<file path="config.mk">
export PLATFORM = sky130hd
export DESIGN_NAME = genie_mem_delay_cfg_flat
export DESIGN_NICKNAME = d
export VERILOG_FILES = /design/src/rtl/genie_mem_delay_cfg_if.sv /design/src/rtl/genie_mem_delay_cfg.sv /design/src/flat_wrapper.sv
export SDC_FILE = /design/constraint.sdc
export NUM_CORES = 1
export LEC_CHECK = 0
export ABC_CLOCK_PERIOD_IN_PS = 4400
export BUFFER_PORTS_ARGS = -buffer_cell sky130_fd_sc_hd__buf_4
export CORE_MARGIN = 2
export CORE_UTILIZATION = 45
export CTS_CLUSTER_DIAMETER = 150
export DETAILED_ROUTE_END_ITERATION = 12
export PLACE_DENSITY_LB_ADDON = 0.2
export SLEW_MARGIN = 20
export SYNTH_ARGS = -nofsm -noshare
export SYNTH_HDL_FRONTEND = slang
export SYNTH_SLANG_ARGS = --single-unit
</file>
<file path="constraint.sdc">
create_clock -name clk -period 4.4 [get_ports clk]
set_clock_uncertainty 0.15 [all_clocks]
set_input_delay 0.44 -clock clk [delete_from_list [all_inputs] [get_ports clk]]
set_output_delay 0.44 -clock clk [all_outputs]
set_load 0.02 [all_outputs]
</file>
<file path="src/rtl/genie_mem_delay_cfg_if.sv">
// Stream, configuration and status signals of the programmable delay line.
// The slave modport is the delay line itself; the master modport is its user.
interface genie_mem_delay_cfg_if #(
  parameter int WIDTH      = 32,
  parameter int MAX_CYCLES = 16
);
  localparam int DW = $clog2(MAX_CYCLES + 1);

  logic [WIDTH-1:0] i_data;
  logic             i_valid;
  logic             o_ready;
  logic [WIDTH-1:0] o_data;
  logic             o_valid;
  logic             i_ready;
  logic [DW-1:0]    i_delay;
  logic             i_delay_load;
  logic [DW-1:0]    o_delay;
  logic             o_cfg_busy;
  logic [DW-1:0]    o_count;

  modport master (
    output i_data, i_valid, i_ready, i_delay, i_delay_load,
    input  o_ready, o_data, o_valid, o_delay, o_cfg_busy, o_count
  );

  modport slave (
    input  i_data, i_valid, i_ready, i_delay, i_delay_load,
    output o_ready, o_data, o_valid, o_delay, o_cfg_busy, o_count
  );
endinterface

</file>
<file path="src/rtl/genie_mem_delay_cfg.sv">
// Memory-backed valid/ready delay line with a run-time programmable delay.
// The read and write pointers are kept exactly D slots apart; every enabled
// cycle both advance, so a word written at wrptr is read D enabled cycles
// later. A delay change stops intake, drains the line, then re-seeds pointers.
module genie_mem_delay_cfg #(
  parameter int WIDTH         = 32,
  parameter int MAX_CYCLES    = 16,
  parameter int DEFAULT_DELAY = 4
) (
  input  logic                clk,
  input  logic                reset,
  genie_mem_delay_cfg_if.slave bus
);
  localparam int DW = $clog2(MAX_CYCLES + 1);
  localparam int PW = $clog2(MAX_CYCLES);

  typedef enum logic {
    RUN,
    DRAIN
  } state_e;

  logic [WIDTH-1:0]      mem_q [MAX_CYCLES];
  logic [MAX_CYCLES-1:0] slot_vld_q;
  logic [PW-1:0]         rdptr_q;
  logic [PW-1:0]         wrptr_q;
  logic [DW-1:0]         delay_q;
  logic [DW-1:0]         pend_q;
  logic [DW-1:0]         count_q;
  logic [DW-1:0]         count_d;
  state_e                state_q;

  logic          pipe_en;
  logic          accept;
  logic          xfer;
  logic          out_valid;
  logic [DW-1:0] delay_clamped;

  function automatic logic [PW-1:0] ptr_inc(input logic [PW-1:0] p);
    return (p == PW'(MAX_CYCLES - 1)) ? '0 : p + PW'(1);
  endfunction

  // Write pointer seed for a given delay: delay mod MAX_CYCLES (delay <= MAX_CYCLES).
  function automatic logic [PW-1:0] start_ptr(input logic [DW-1:0] d);
    return (d >= DW'(MAX_CYCLES)) ? '0 : PW'(d);
  endfunction

  // Handshake qualifiers; the whole line moves only when the output slot can move.
  always_comb begin
    out_valid = slot_vld_q[rdptr_q];
    pipe_en   = !out_valid || bus.i_ready;
    accept    = bus.i_valid && pipe_en && (state_q == RUN);
    xfer      = out_valid && bus.i_ready;
  end

  // Saturate the requested delay into the legal 1..MAX_CYCLES range.
  always_comb begin
    delay_clamped = bus.i_delay;
    if (bus.i_delay == '0) begin
      delay_clamped = DW'(1);
    end else if (bus.i_delay > DW'(MAX_CYCLES)) begin
      delay_clamped = DW'(MAX_CYCLES);
    end
  end

  // Words-in-flight count: accepted but not yet taken downstream.
  always_comb begin
    count_d = count_q;
    unique case ({accept, xfer})
      2'b10:   count_d = count_q + DW'(1);
      2'b01:   count_d = count_q - DW'(1);
      default: count_d = count_q;
    endcase
  end

  // Data storage; a same-slot read and write returns the old word.
  always_ff @(posedge clk) begin
    if (pipe_en) begin
      mem_q[wrptr_q] <= bus.i_data;
    end
  end

  // Pointers, slot-valid bits, count and the RUN/DRAIN configuration FSM.
  always_ff @(posedge clk or posedge reset) begin
    if (reset) begin
      slot_vld_q <= '0;
      rdptr_q    <= '0;
      wrptr_q    <= start_ptr(DW'(DEFAULT_DELAY));
      delay_q    <= DW'(DEFAULT_DELAY);
      pend_q     <= DW'(DEFAULT_DELAY);
      count_q    <= '0;
      state_q    <= RUN;
    end else begin
      count_q <= count_d;
      if (pipe_en) begin
        slot_vld_q[wrptr_q] <= accept;
        rdptr_q             <= ptr_inc(rdptr_q);
        wrptr_q             <= ptr_inc(wrptr_q);
      end
      unique case (state_q)
        RUN: begin
          if (bus.i_delay_load) begin
            pend_q  <= delay_clamped;
            state_q <= DRAIN;
          end
        end
        DRAIN: begin
          if (bus.i_delay_load) begin
            pend_q <= delay_clamped;
          end else if (count_q == '0) begin
            // Line is empty: re-seed pointers, overriding the normal advance above.
            delay_q    <= pend_q;
            rdptr_q    <= '0;
            wrptr_q    <= start_ptr(pend_q);
            slot_vld_q <= '0;
            state_q    <= RUN;
          end
        end
        default: state_q <= RUN;
      endcase
    end
  end

  assign bus.o_valid    = out_valid;
  assign bus.o_data     = mem_q[rdptr_q];
  assign bus.o_ready    = pipe_en && (state_q == RUN);
  assign bus.o_delay    = delay_q;
  assign bus.o_cfg_busy = (state_q == DRAIN);
  assign bus.o_count    = count_q;
endmodule

</file>
<file path="src/flat_wrapper.sv">
// flat-port wrapper written by rule: the top's interface ports become plain ports
module genie_mem_delay_cfg_flat 
#(
  parameter int WIDTH         = 32,
  parameter int MAX_CYCLES    = 16,
  parameter int DEFAULT_DELAY = 4
)
  (clk, reset, bus_i_data, bus_i_valid, bus_i_ready, bus_i_delay, bus_i_delay_load, bus_o_ready, bus_o_data, bus_o_valid, bus_o_delay, bus_o_cfg_busy, bus_o_count);
  genie_mem_delay_cfg_if #(.WIDTH(WIDTH), .MAX_CYCLES(MAX_CYCLES)) bus_i ();
  input  logic clk;
  input  logic reset;
  input wire logic [$bits(bus_i.i_data)-1:0] bus_i_data;
  input wire logic [$bits(bus_i.i_valid)-1:0] bus_i_valid;
  input wire logic [$bits(bus_i.i_ready)-1:0] bus_i_ready;
  input wire logic [$bits(bus_i.i_delay)-1:0] bus_i_delay;
  input wire logic [$bits(bus_i.i_delay_load)-1:0] bus_i_delay_load;
  output wire logic [$bits(bus_i.o_ready)-1:0] bus_o_ready;
  output wire logic [$bits(bus_i.o_data)-1:0] bus_o_data;
  output wire logic [$bits(bus_i.o_valid)-1:0] bus_o_valid;
  output wire logic [$bits(bus_i.o_delay)-1:0] bus_o_delay;
  output wire logic [$bits(bus_i.o_cfg_busy)-1:0] bus_o_cfg_busy;
  output wire logic [$bits(bus_i.o_count)-1:0] bus_o_count;
  assign bus_i.i_data = bus_i_data;
  assign bus_i.i_valid = bus_i_valid;
  assign bus_i.i_ready = bus_i_ready;
  assign bus_i.i_delay = bus_i_delay;
  assign bus_i.i_delay_load = bus_i_delay_load;
  assign bus_o_ready = bus_i.o_ready;
  assign bus_o_data = bus_i.o_data;
  assign bus_o_valid = bus_i.o_valid;
  assign bus_o_delay = bus_i.o_delay;
  assign bus_o_cfg_busy = bus_i.o_cfg_busy;
  assign bus_o_count = bus_i.o_count;
  genie_mem_delay_cfg #(.WIDTH(WIDTH), .MAX_CYCLES(MAX_CYCLES), .DEFAULT_DELAY(DEFAULT_DELAY)) u_core (.clk(clk), .reset(reset), .bus(bus_i));
endmodule
</file>
# == Yosys cells after proc, flatten, opt, wreduce, memory -nomap -nowiden ==
# Memories as Yosys holds them, arrays and structs flattened.
# Index checks and enable logic that the tools add are counted.
# word_totals
inputBits,42
out_inout_bits,45
elab_cells,64
n_memories,1
register_bits,40
ram_bits,512
# classes
order_cmp,5
muxes,30
bitwise,2
eq_ne,4
n_reduce_logical,11
add_sub_neg,4
# mem_list
memory,words,word_bits,rd,rd_ports_with_merged_regs,wr,line_no,rtl
u_core.mem_q,16,32,1,0,1,genie_mem_delay_cfg.sv:22,logic [WIDTH-1:0] mem_q [MAX_CYCLES];
# op_table
cell,count
$mux W16,4
$mux W4,11
$bwmux W16,1
$mux W5,3
$logic_not A5 Y1,2
$lt A4 B5 Y1 const B,2
$pmux W5 S2,1
$add A4 B1 Y4 const B,2
$eq A4 B4 Y1 const B,2
$mux W1,7
$add A5 B1 Y5 const B,1
$ge A5 B5 Y1 const B,1
$gt A5 B5 Y1 const B,1
$logic_and A1 B1 Y1,5
$sub A5 B1 Y5 const B,1
$bmux W1 S4,1
$demux W1 S4,1
$ge A4 B1 Y1 const B,1
$reduce_and A3 Y1,1
$eq A2 B1 Y1 const B,1
$eq A2 B2 Y1 const B,1
$not A1 Y1,2
$pmux W1 S2,1
$reduce_bool A2 Y1,1
other kinds (2),2

# == Longest topological paths before layout ==
# Gate-level depths: netlist (run 1).
# logic_depth
word_depth,11
mapped_depth,15
mapped_depth_nobuf,12

# == Least setup slack after synthesis (run 1) ==
# Ideal clock, no wire load.
# synth_path
path_kind,reg2reg
from,reg u_core.rdptr_q[0]
to,"reg u_core.count_q[4], in the netlist u_core.bus.o_count[4]"
arrival_time_ns,2.941
path_stages_with_launch,15
setup_ns,0.080
n_path_buf,3
setup_slack_ns,1.230
required_ns,4.170
synth_period_minus_slack_ns,3.170
cell_sequence,dfrtp_1 > buf_6 > mux4_2 > mux2i_1 > o22a_2 > buf_6 > nand3b_4 > buf_6 > ha_1 > ha_1 > nor2b_1 > o21ai_0 > a21oi_1 > nor3_1 > xor2_1
# synth_via
elab_chain_cells,8
elab_cells_between_ends,11
classes_between,eq/ne (2); mux (3); reduce/logical (6)
# synth_lines
element,line_no,rtl
"start, declared",genie_mem_delay_cfg.sv:24,logic [PW-1:0] rdptr_q;
"start signal, assigned",genie_mem_delay_cfg.sv:96,rdptr_q <= ptr_inc(rdptr_q);
$bmux W1 S4 (*),genie_mem_delay_cfg.sv:49,out_valid = slot_vld_q[rdptr_q];
$mux W1 (implied by the code) (*),genie_mem_delay_cfg.sv:49,
$logic_not A1 Y1,genie_mem_delay_cfg.sv:50,pipe_en = !out_valid || bus.i_ready;
$logic_or A1 B1 Y1,genie_mem_delay_cfg.sv:50,
$logic_and A1 B1 Y1 (2 in series),genie_mem_delay_cfg.sv:51,accept = bus.i_valid && pipe_en && (state_q == RUN);
$eq A2 B1 Y1 or $eq A2 B2 Y1 (tied branches),genie_mem_delay_cfg.sv:68,"unique case ({accept, xfer})"
$pmux W5 S2 or $reduce_bool A2 Y1 (tied branches),-,
"end signal, assigned",genie_mem_delay_cfg.sv:93,count_q <= count_d;
"end, declared",genie_mem_delay_cfg.sv:28,logic [DW-1:0] count_q;
# Mark *: on every way between the ends. The rest lies on a longest branch, timed or not. The select of a mux whose other input is x is not followed.
# A chain may end at the register's enable or synchronous reset.

# == Worst setup path in the final report (run 1) ==
# layout_path
from,reg u_core.rdptr_q[1]
to,out bus_o_data[5]
# layout_via
elab_chain_cells,1
# layout_lines
element,line_no,rtl
$mem_v2 Z16 W32,-,
"end, declared",flat_wrapper.sv:18,output wire logic [$bits(bus_i.o_data)-1:0] bus_o_data;
# No other way between the ends.

==> metrics.txt, run 1 <==
status finished clean; via count 9850; Worst-path clk slew 0.06 ns; Leak Pwr 8.37 nW; CP required 3.81 ns; final period utilization 0.944; most used cell, CP buf_4; Final Net Count 1148; post-DP HPWL ~23000 um; Syn Nets 977; ys flop type edfxtp_1; max cap viols 0; Critical Path Max Stage Delay 0.68 ns; total power per unit cell area just under 700 mW/mm^2; final hold violation count 0; Avg Inst Size Synth 23.1 sq um; grt total ovfl 0; area of the die 0.0492 sq mm; switch share 0.306; Post-Syn Instances 925; Pwr Total 17.5 mW; Placed Instance Area 0.0229 sq mm; remaining antenna violation count after routing 0; CTS root buf clkbuf_16; Area growth, synth to finish 17.7%; gr usage total 0.184; cell taking the most area after synthesis edfxtp_1; pre-CTS WS around 0.69 ns; row cnt 79; vias in the first global route roughly 10000; clock sinks about 550; post-route minimum period a little over 4 ns; Via density 5.63; CP Launch Type register; RSZ-0062 raised after global routing false; largest net degree at the start of global routing between 80 and 90; hold crit path type in -> reg; post-synth cell types 38; Post-Layout Cell Count 1749; first-pass GRT wire length about 66000 um; post-synthesis sequential area ratio 0.767; switching pwr 5.35 mW; max-slew violations 0; kind of critical path reg -> out; die width roughly 220 um; CP endpoint kind output pin; Peak supply drop 0.000508 V; Clock Power Share 0.261; placed cells 1603; # IOs 87; worst skew pair latency 0.61 ns; routed wire length 44400 um; final core utilization 0.539; cell-by-cell trace of the critical path buf_4 > buf_4 > mux4_2 > mux4_2 > buf_4; die height 222 um; minimum hold slack 0.121 ns; Clock Tree Buf Depth 3; Starting Density 0.458; Max Fclk 0.241 GHz; Critical Path AT between 3 and 4 ns; worst-margin pin slew around 1.0 ns; DR iter-0 viols 841; Gate power share 0.326; drt pass-1 iters 5; Post-route DRC 0; final instance area 0.0251 sq mm; Critical Path Fanout Max 52; port bufs 86; Slowest-stage cell, CP buf_4; synth top area cells edfxtp_1, mux4_2, dfrtp_1; Int Pwr 12.1 mW; Antenna diodes 0; Filler Cell Count roughly 3600; Placer Congestion 0.710; part of the power in registers 0.413; post-synth top area share 0.720; TNS Setup 0 ns; wire length per cell 25.4 um; Ys Warns 0; TritonCTS Buffers 55; CTS tree done; layout cells sized above 1 0.346; Core Area 0.0467 sq mm; min setup slack post-route 0.245 ns; Post-CTS Resized 0; commonest non-fill, non-tap cell in the layout edfxtp_1; Final setup violation count 0; Post-synth EDFFs 512; initial antenna violation count 0; Mapped Area around 0.021 sq mm; count of state elements after synthesis 552; CTS H-tree depth 2; ys async rst share 0.0725; commonest non-fill, non-tap cells in the layout edfxtp_1, mux4_2, buf_4; Worst slew margin 0.303
==> flip-flops by register name, summed over array words and instances, names as in the netlist <==
signal,flops
u_core.bus.o_delay,5
u_core.rdptr_q,4
u_core.slot_vld_q,16
u_core.bus.o_count,5
u_core.bus.o_cfg_busy,1
u_core.mem_q,512
u_core.wrptr_q,4
u_core.pend_q,5
==> layout make-up <==
type                    instances  area (sq um)  area share
multi-input cells             313          4720       0.188
flip-flops and latches        552         16400       0.652
repair buffers                162          1450      0.0576
clock inverters                35           339      0.0135
inverters                      12          45.0     0.00179
clock buffers                  68          1440      0.0571
well taps                     607           759      0.0302
==> timing repair <==
| item | 4_1_cts | 5_1_grt |
|---|---|---|
| buffers inserted | 0 | 0 |
| hold endpoints to repair | 554 | 0 |
| hold buffers | 43 | 0 |
==> worst paths after layout <==
path	from	to	slack, ns	depth (start not counted)
worst max register to register	u_core.rdptr_q[0]	u_core.bus.o_count[4]	0.78	11
min in group asynchronous	reset	u_core.bus.o_count[0]	0.36	4
worst min-delay path	bus_i_valid	u_core.slot_vld_q[3]	0.12	3
worst max-delay path	u_core.rdptr_q[1]	bus_o_data[5]	0.24	5
max in group asynchronous	reset	u_core.rdptr_q[0]	3.32	4
worst min register to register	u_core.bus.o_delay[0]	u_core.bus.o_delay[0]	0.34	2
==> power groups by stage <==
stage	Sequential, mW	Clock (mW)	Combinational, mW
global placement	7.30	0	5.80
global route	7.32	4.87	6.10
floorplan	7.19	0	3.84
detailed placement	7.33	0	5.82
finish	7.22	4.56	5.71
CTS	7.23	4.66	5.86
==> kinds of logic after synthesis <==
logic type / after synthesis / synth area share
mux: 189 / 0.185
fa+ha+maj: 10 / 0.00621
flops: 552 / 0.767
compound gates: 31 / 0.00867
buf+inv: 60 / 0.0129
xor+xnor: 4 / 0.00164
simple gates: 79 / 0.0188
==> routing by layer <==
layer,track usage,share of wire,routed length [um]
met1,0.270,0.45,19900
met2,0.290,0.49,21600
met3,0.0356,0.053,2370
met4,0.0386,0.013,581
met5,0,0,0
==> cells in the mapped netlist, types with 2 or more instances <==
| cell | instances |
|---|---|
| a21oi_1 | 10 |
| a31oi_1 | 2 |
| and2_1 | 3 |
| and3_1 | 18 |
| buf_1 | 3 |
| buf_2 | 17 |
| buf_4 | 2 |
| buf_6 | 3 |
| clkbuf_1 | 23 |
| dfrtp_1 | 37 |
| dfstp_2 | 3 |
| edfxtp_1 | 512 |
| ha_1 | 9 |
| inv_1 | 12 |
| mux2i_1 | 24 |
| mux4_2 | 164 |
| nand2_1 | 33 |
| nand3_1 | 2 |
| nand3b_1 | 3 |
| nor2_1 | 10 |
| nor2b_1 | 3 |
| nor3_1 | 3 |
| o21ai_0 | 12 |
| xor2_1 | 3 |
==> critical path, delay by kind of cell (launching register included) <==
family | cells | cell delay (ns)
buf+inv | 3 | 1.48
mux | 2 | 0.92
flops | 1 | 0.50
Power figures use the tool's default switching activity.
==> run 2: changes to the inputs <==
--- a/config.mk
+++ b/config.mk
@@ -5,13 +5,12 @@
 export SDC_FILE = /design/constraint.sdc
 export NUM_CORES = 1
 export LEC_CHECK = 0
-export ABC_CLOCK_PERIOD_IN_PS = 4400
 export BUFFER_PORTS_ARGS = -buffer_cell sky130_fd_sc_hd__buf_4
+export CAP_MARGIN = 10
 export CORE_MARGIN = 2
 export CORE_UTILIZATION = 45
 export CTS_CLUSTER_DIAMETER = 150
 export DETAILED_ROUTE_END_ITERATION = 12
-export PLACE_DENSITY_LB_ADDON = 0.2
 export SLEW_MARGIN = 20
 export SYNTH_ARGS = -nofsm -noshare
 export SYNTH_HDL_FRONTEND = slang
==> run 2 against run 1 <==
Compared with the run above: wire length barely moved; sequential cell count unchanged; design area hardly changed; cell count decreased by 0.63%; hold slack got worse by 0.094 ns; global-route usage up 0.074 points; critical path depth shrank 1; core utilization is essentially flat; clock power rose by 3%; critical endpoint is now bus_o_data[13].
==> metrics.txt, run 2 (synthesis results as in run 1) <==
Post-route DRC 0 (unchanged); top flop regs u_core.mem_q (512), u_core.slot_vld_q (16) (unchanged); kind of critical path reg -> out (unchanged); # IOs 87 (unchanged); die height 222 um (unchanged); Max Fclk 0.266 GHz (was 0.241 GHz); Final Net Count 1138 (was 1148); area of the die 0.0492 sq mm (unchanged); Via density 5.63 (about the same); Core Area 0.0467 sq mm (unchanged); status finished clean (unchanged); port bufs 86 (unchanged); max cap viols 0 (unchanged); vias in the first global route 10300 (was 10200); commonest non-fill, non-tap cells in the layout edfxtp_1, mux4_2, buf_4 (unchanged); RSZ-0062 raised after global routing false (unchanged); Hold Path Depth 1 (was 3); Worst slew margin 0.333 (was 0.303); max reg flops 512 (unchanged); CP required 3.81 ns (about the same); hold crit path type in -> reg (unchanged); switch share 0.303 (was 0.306); DR iter-0 viols 831 (was 841); max-slew violations 0 (unchanged); Post-Layout Cell Count 1738 (was 1749); CTS H-tree depth 2 (unchanged); CP Launch Type register (unchanged); Critical Path Max Stage Delay 0.61 ns (was 0.68 ns); Clock Tree Buf Depth 3 (unchanged); R2R cell count 11 (unchanged); Antenna diodes 0 (unchanged); routed wire length 44400 um (about the same); Starting Density 0.458 (unchanged); Clock Power Share 0.265 (was 0.261); grt total ovfl 0 (unchanged); Buf+Inv Stages, Crit Path 2 (was 3); die width 222 um (unchanged); post-route minimum period 3.75 ns (was 4.16 ns); critical path's top delay family multiplexers (was buffers and inverters); TritonCTS Buffers 56 (was 55); worst-margin pin slew 0.998 ns (was 1.04 ns); gr usage total 0.184 (about the same); total power per unit cell area 702 mW/mm^2 (was 696 mW/mm^2); via count 9782 (was 9850); layout cells sized above 1 0.338 (was 0.346); clock sinks 552 (unchanged); CTS tree done (unchanged); part of the power in registers 0.406 (was 0.413); Placer Congestion 0.731 (was 0.710); Leak Pwr 8.34 nW (was 8.37 nW); Worst-path clk slew 0.06 ns (about the same); post-DP HPWL 23900 um (was 23000 um); remaining antenna violation count after routing 0 (unchanged); initial antenna violation count 1 (was 0); final hold violation count 0 (unchanged); Critical Path AT 3.16 ns (was 3.57 ns); Biggest register u_core.mem_q (unchanged); row cnt 79 (unchanged); final core utilization 0.539 (about the same); TNS Setup 0 ns (unchanged); Post-CTS Resized 0 (unchanged); Final setup violation count 0 (unchanged); first-pass GRT wire length 66900 um (was 66200 um); final period utilization 0.853 (was 0.944); Gate power share 0.329 (was 0.326); worst skew pair latency 0.59 ns (was 0.61 ns); cell-by-cell trace of the critical path buf_12 > mux4_2 > mux4_2 > buf_4 (was buf_4 > buf_4 > mux4_2 > mux4_2 > buf_4); Hold Buf Count CTS 38 (was 43); Int Pwr 12.3 mW (was 12.1 mW); CP endpoint kind output pin (unchanged); Slowest-stage cell, CP mux4_2 (was buf_4); CTS root buf clkbuf_16 (unchanged); placed cells 1597 (was 1603); Area growth, synth to finish 17.7% (about the same); commonest non-fill, non-tap cell in the layout edfxtp_1 (unchanged); largest net degree at the start of global routing 101 (was 88); Peak supply drop 0.000465 V (was 0.000508 V); switching pwr 5.35 mW (about the same); most used cell, CP mux4_2 (was buf_4); Critical Path Fanout Max 100 (was 52); setup bufs post-CTS 0 (unchanged); drt pass-1 iters 5 (unchanged); CP Depth 4 (was 5); wire length per cell 25.6 um (was 25.4 um)
[run 2: path summary, 6_finish.rpt]
path	from	to	slack, ns
min in group asynchronous	reset	u_core.bus.o_delay[1]	0.39
worst min-delay path	bus_i_data[8]	u_core.mem_q[1][8]	0.03
max in group asynchronous	reset	u_core.rdptr_q[1]	3.30
worst min register to register	u_core.bus.o_delay[2]	u_core.bus.o_delay[2]	0.33
worst max register to register	u_core.rdptr_q[0]	u_core.bus.o_count[4]	1.06
worst max-delay path	u_core.rdptr_q[0]	bus_o_data[13]	0.65
[run 2: final cells by class]
class / count / area (sq um)
inverters: 12 / 45.0
clock buffers: 75 / 1520
multi-input cells: 313 / 4720
repair buffers: 151 / 1420
clock inverters: 28 / 288
well taps: 607 / 759
fillers: 3596 / 21500
flip-flops and latches: 552 / 16400
[run 2: through the flow]
stage | cell area (sq um) | total power [mW] | hold slack [ns] | setup WS, ns
5_1_grt | 25100 | 18.5 | 0.0130 | 0.506
3_3_place_gp | 23000 | 13.1 | 0.318 | 1.13
6_report | 25100 | 17.7 | 0.0274 | 0.645
2_1_floorplan | 21400 | 11.0 | 0.307 | 1.23
3_5_place_dp | 23000 | 13.2 | 0.313 | 1.07
4_1_cts | 25100 | 17.9 | 0.000679 | 0.607
[run 2: layer usage]
| metal | wire (um) | GRT usage | vias up |
|---|---|---|---|
| met5 | 16 | 0 | - |
| met4 | 843 | 0.0512 | 2 |
| met3 | 1910 | 0.0288 | 60 |
| met2 | 21400 | 0.291 | 229 |
| met1 | 20300 | 0.271 | 5266 |
| li1 | - | - | 4225 |
[run 2: power groups by stage]
stage               registers (mW)  clock network [mW]  logic [mW]
global route                  7.26                4.99        6.21
detailed placement            7.29                   0        5.91
CTS                           7.18                4.80        5.95
finish                        7.18                4.68        5.80
global placement              7.25                   0        5.87
floorplan                     7.19                   0        3.84
==> run 3: changes to the inputs <==
--- a/config.mk
+++ b/config.mk
@@ -5,13 +5,13 @@
 export SDC_FILE = /design/constraint.sdc
 export NUM_CORES = 1
 export LEC_CHECK = 0
+export ABC_AREA = 1
 export BUFFER_PORTS_ARGS = -buffer_cell sky130_fd_sc_hd__buf_4
 export CAP_MARGIN = 10
 export CORE_MARGIN = 2
 export CORE_UTILIZATION = 45
 export CTS_CLUSTER_DIAMETER = 150
 export DETAILED_ROUTE_END_ITERATION = 12
-export SLEW_MARGIN = 20
 export SYNTH_ARGS = -nofsm -noshare
 export SYNTH_HDL_FRONTEND = slang
 export SYNTH_SLANG_ARGS = --single-unit
==> run 3 against run 2 <==
Compared with the run above: count of clock-buffer cells in the layout decreased by 4; worst setup slack got worse by 0.10 ns; clock power decreased by 9.6%; register-to-register slack got worse by 0.25 ns; largest cell class unchanged.
==> metrics.txt, run 3 <==
end of the worst hold path u_core.pend_q[0] (was u_core.mem_q[1][8]); busiest grt layer met2 (unchanged); RSZ-0062 raised after global routing false (unchanged); CTS tree done (unchanged); row cnt 81 (was 79); initial antenna violation count 1 (unchanged); first-pass GRT wire length 83100 um (was 66900 um); R2R cell count 18 (was 11); Global Route met2 Usage 0.360 (was 0.291); max reg flops 512 (unchanged); Seq. cell area 0.0164 sq mm (about the same); Post-synth EDFFs 512 (unchanged); M3 GR Usage 0.0309 (was 0.0288); Leak Pwr 8.83 nW (was 8.34 nW); final core utilization 0.521 (was 0.539); max-slew violations 0 (unchanged); cell taking the most area after synthesis edfxtp_1 (unchanged); multi-input logic area 0.00498 sq mm (was 0.00472 sq mm); Worst-path clk slew 0.06 ns (about the same); Filler Cell Count 4149 (was 3596); DR iter-0 viols 1464 (was 831); commonest non-fill, non-tap cells in the layout edfxtp_1, nor2_1, o21ai_0 (was edfxtp_1, mux4_2, buf_4); post-DP HPWL 27000 um (was 23900 um); Hold Path Depth 4 (was 1); via count 14300 (was 9782); worst-margin pin slew 1.16 ns (was 0.998 ns); clock sinks 552 (unchanged); post-synth cell types 31 (was 38); total power per unit cell area 716 mW/mm^2 (was 702 mW/mm^2); Post-route DRC 0 (unchanged); post-synth top area share 0.698 (was 0.720); vias in the first global route 14100 (was 10300); Avg Inst Size Synth 12.7 sq um (was 23.1 sq um); CP endpoint kind output pin (unchanged); Reg2Reg Setup Slack 0.81 ns (was 1.06 ns); TritonCTS Buffers 54 (was 56); Ys Warns 0 (unchanged); Syn Nets 1790 (was 977); Final Net Count 1892 (was 1138); # IOs 87 (unchanged); Worst slew margin 0.224 (was 0.333); TNS Setup 0 ns (unchanged); M1 GR Usage 0.301 (was 0.271); Mapped Area 0.0220 sq mm (was 0.0214 sq mm); hold crit path type in -> reg (unchanged); Biggest register u_core.mem_q (unchanged); CTS root buf clkbuf_16 (unchanged); Via density 5.71 (was 5.63); area of the die 0.0507 sq mm (was 0.0492 sq mm); commonest non-fill, non-tap cell in the layout edfxtp_1 (unchanged); Critical Path Fanout Max 86 (was 100); remaining antenna violation count after routing 0 (unchanged); Max Fclk 0.259 GHz (was 0.266 GHz); Final setup violation count 0 (unchanged); synth top area cells edfxtp_1, o21ai_0, nor2_1 (was edfxtp_1, mux4_2, dfrtp_1); Post-Syn Instances 1738 (was 925); drt pass-1 iters 5 (unchanged); worst skew pair latency 0.61 ns (was 0.59 ns); count of state elements after synthesis 552 (unchanged); CP required 3.81 ns (about the same); routed wire length 54500 um (was 44400 um); CP Launch Type register (unchanged); die height 225 um (was 222 um); Core Area 0.0486 sq mm (was 0.0467 sq mm); Clock Tree Buf Depth 3 (unchanged); CTS H-tree depth 2 (unchanged); ys flop type edfxtp_1 (unchanged); Placer Congestion 0.849 (was 0.731); Peak supply drop 0.000907 V (was 0.000465 V); ys async rst share 0.0725 (unchanged); grt total ovfl 0 (unchanged); post-synthesis sequential area ratio 0.744 (was 0.767); Area growth, synth to finish 15.1% (was 17.7%); Post-synth top cells edfxtp_1, nor2_1, o21ai_0 (was edfxtp_1, mux4_2, dfrtp_1); wire length per cell 21.8 um (was 25.6 um); layout cells sized above 1 0.117 (was 0.338); largest net degree at the start of global routing 259 (was 101); kind of critical path reg -> out (unchanged); FF-to-FF Start u_core.rdptr_q[1] (was u_core.rdptr_q[0]); count leader, synth edfxtp_1 (unchanged); max cap viols 0 (unchanged); die width 225 um (was 222 um); Starting Density 0.453 (was 0.458); Critical Path AT 3.27 ns (was 3.16 ns); final hold violation count 0 (unchanged); top flop regs u_core.mem_q (512), u_core.slot_vld_q (16) (unchanged); post-route minimum period 3.86 ns (was 3.75 ns); HP Start bus_i_delay[2] (was bus_i_data[8]); port bufs 86 (unchanged); reg-to-reg endpoint u_core.bus.o_count[4] (unchanged); status finished clean (unchanged); final period utilization 0.877 (was 0.853); gr usage total 0.216 (was 0.184)
## run 3: stage by stage
stage | cell area (sq um) | instances | total power [mW] | hold slack (ns) | setup slack, ns
finish | 25400 | 2497 | 18.2 | 0.0754 | 0.543
global route | 25400 | 2497 | 19.2 | 0.107 | 0.301
CTS | 25400 | 2496 | 18.3 | 0.0321 | 0.500
floorplan | 22000 | 1738 | 11.5 | 0.292 | 0.247
global placement | 23400 | 2366 | 13.9 | 0.300 | 0.872
detailed placement | 23400 | 2366 | 14.0 | 0.322 | 0.847
## run 3: cell type report
class,count,area share
Clock inverter,19,0.00498
Tap cell,622,0.0307
Clock buffer,71,0.0570
Sequential cell,552,0.646
Timing Repair Buffer,157,0.0539
Inverter,71,0.0108
Multi-Input combinational cell,1004,0.196
Antenna cell,1,0.0000987
## run 3: worst max-delay path by stage
stage,slack [ns],end,from,cells after the start
global route,0.30,bus_o_data[26],u_core.rdptr_q[1],6
detailed placement,0.85,u_core.bus.o_count[4],u_core.rdptr_q[1],18
finish,0.54,bus_o_data[21],u_core.rdptr_q[1],6
global placement,0.87,u_core.bus.o_count[4],u_core.rdptr_q[1],18
floorplan,0.25,u_core.mem_q[9][0],u_core.rdptr_q[0],11
CTS,0.50,bus_o_data[30],u_core.rdptr_q[1],6
## run 3: cells by family after synthesis
kind of cell    count (synthesis)  synth area share
xor+xnor                        4           0.00159
simple gates                  550            0.0996
compound gates                440             0.116
buf+inv                       182            0.0332
flops                         552             0.744
fa+ha+maj                      10           0.00602
## run 3: critical path, stage by stage (launching register included)
cell and delay [ns]:
dfrtp_4 0.80, buf_4 0.86, o21ai_0 0.20, o221ai_1 0.23, o211ai_1 0.12, nand3_1 0.21, buf_4 0.19
## run 3: where the power goes
group | total (mW) | switching (mW) | leakage, nW | internal (mW)
clock | 4.23 | 1.88 | 0.770 | 2.35
sequential | 7.13 | 0.354 | 5.12 | 6.78
combinational | 6.80 | 4.73 | 2.94 | 2.07
total | 18.2 | 6.97 | 8.83 | 11.2
## run 3: per-layer routing
metal	routed length (um)	vias up
met3	2970	71
met5	0	-
li1	-	6544
met1	24200	7252
met2	26400	394
met4	1010	0
## run 3: what timing repair did
item / in CTS / in global routing
gates resized for setup: 0 / 0
hold endpoints to repair: 553 / 0
setup buffers: 0 / 0
hold buffers: 40 / 0
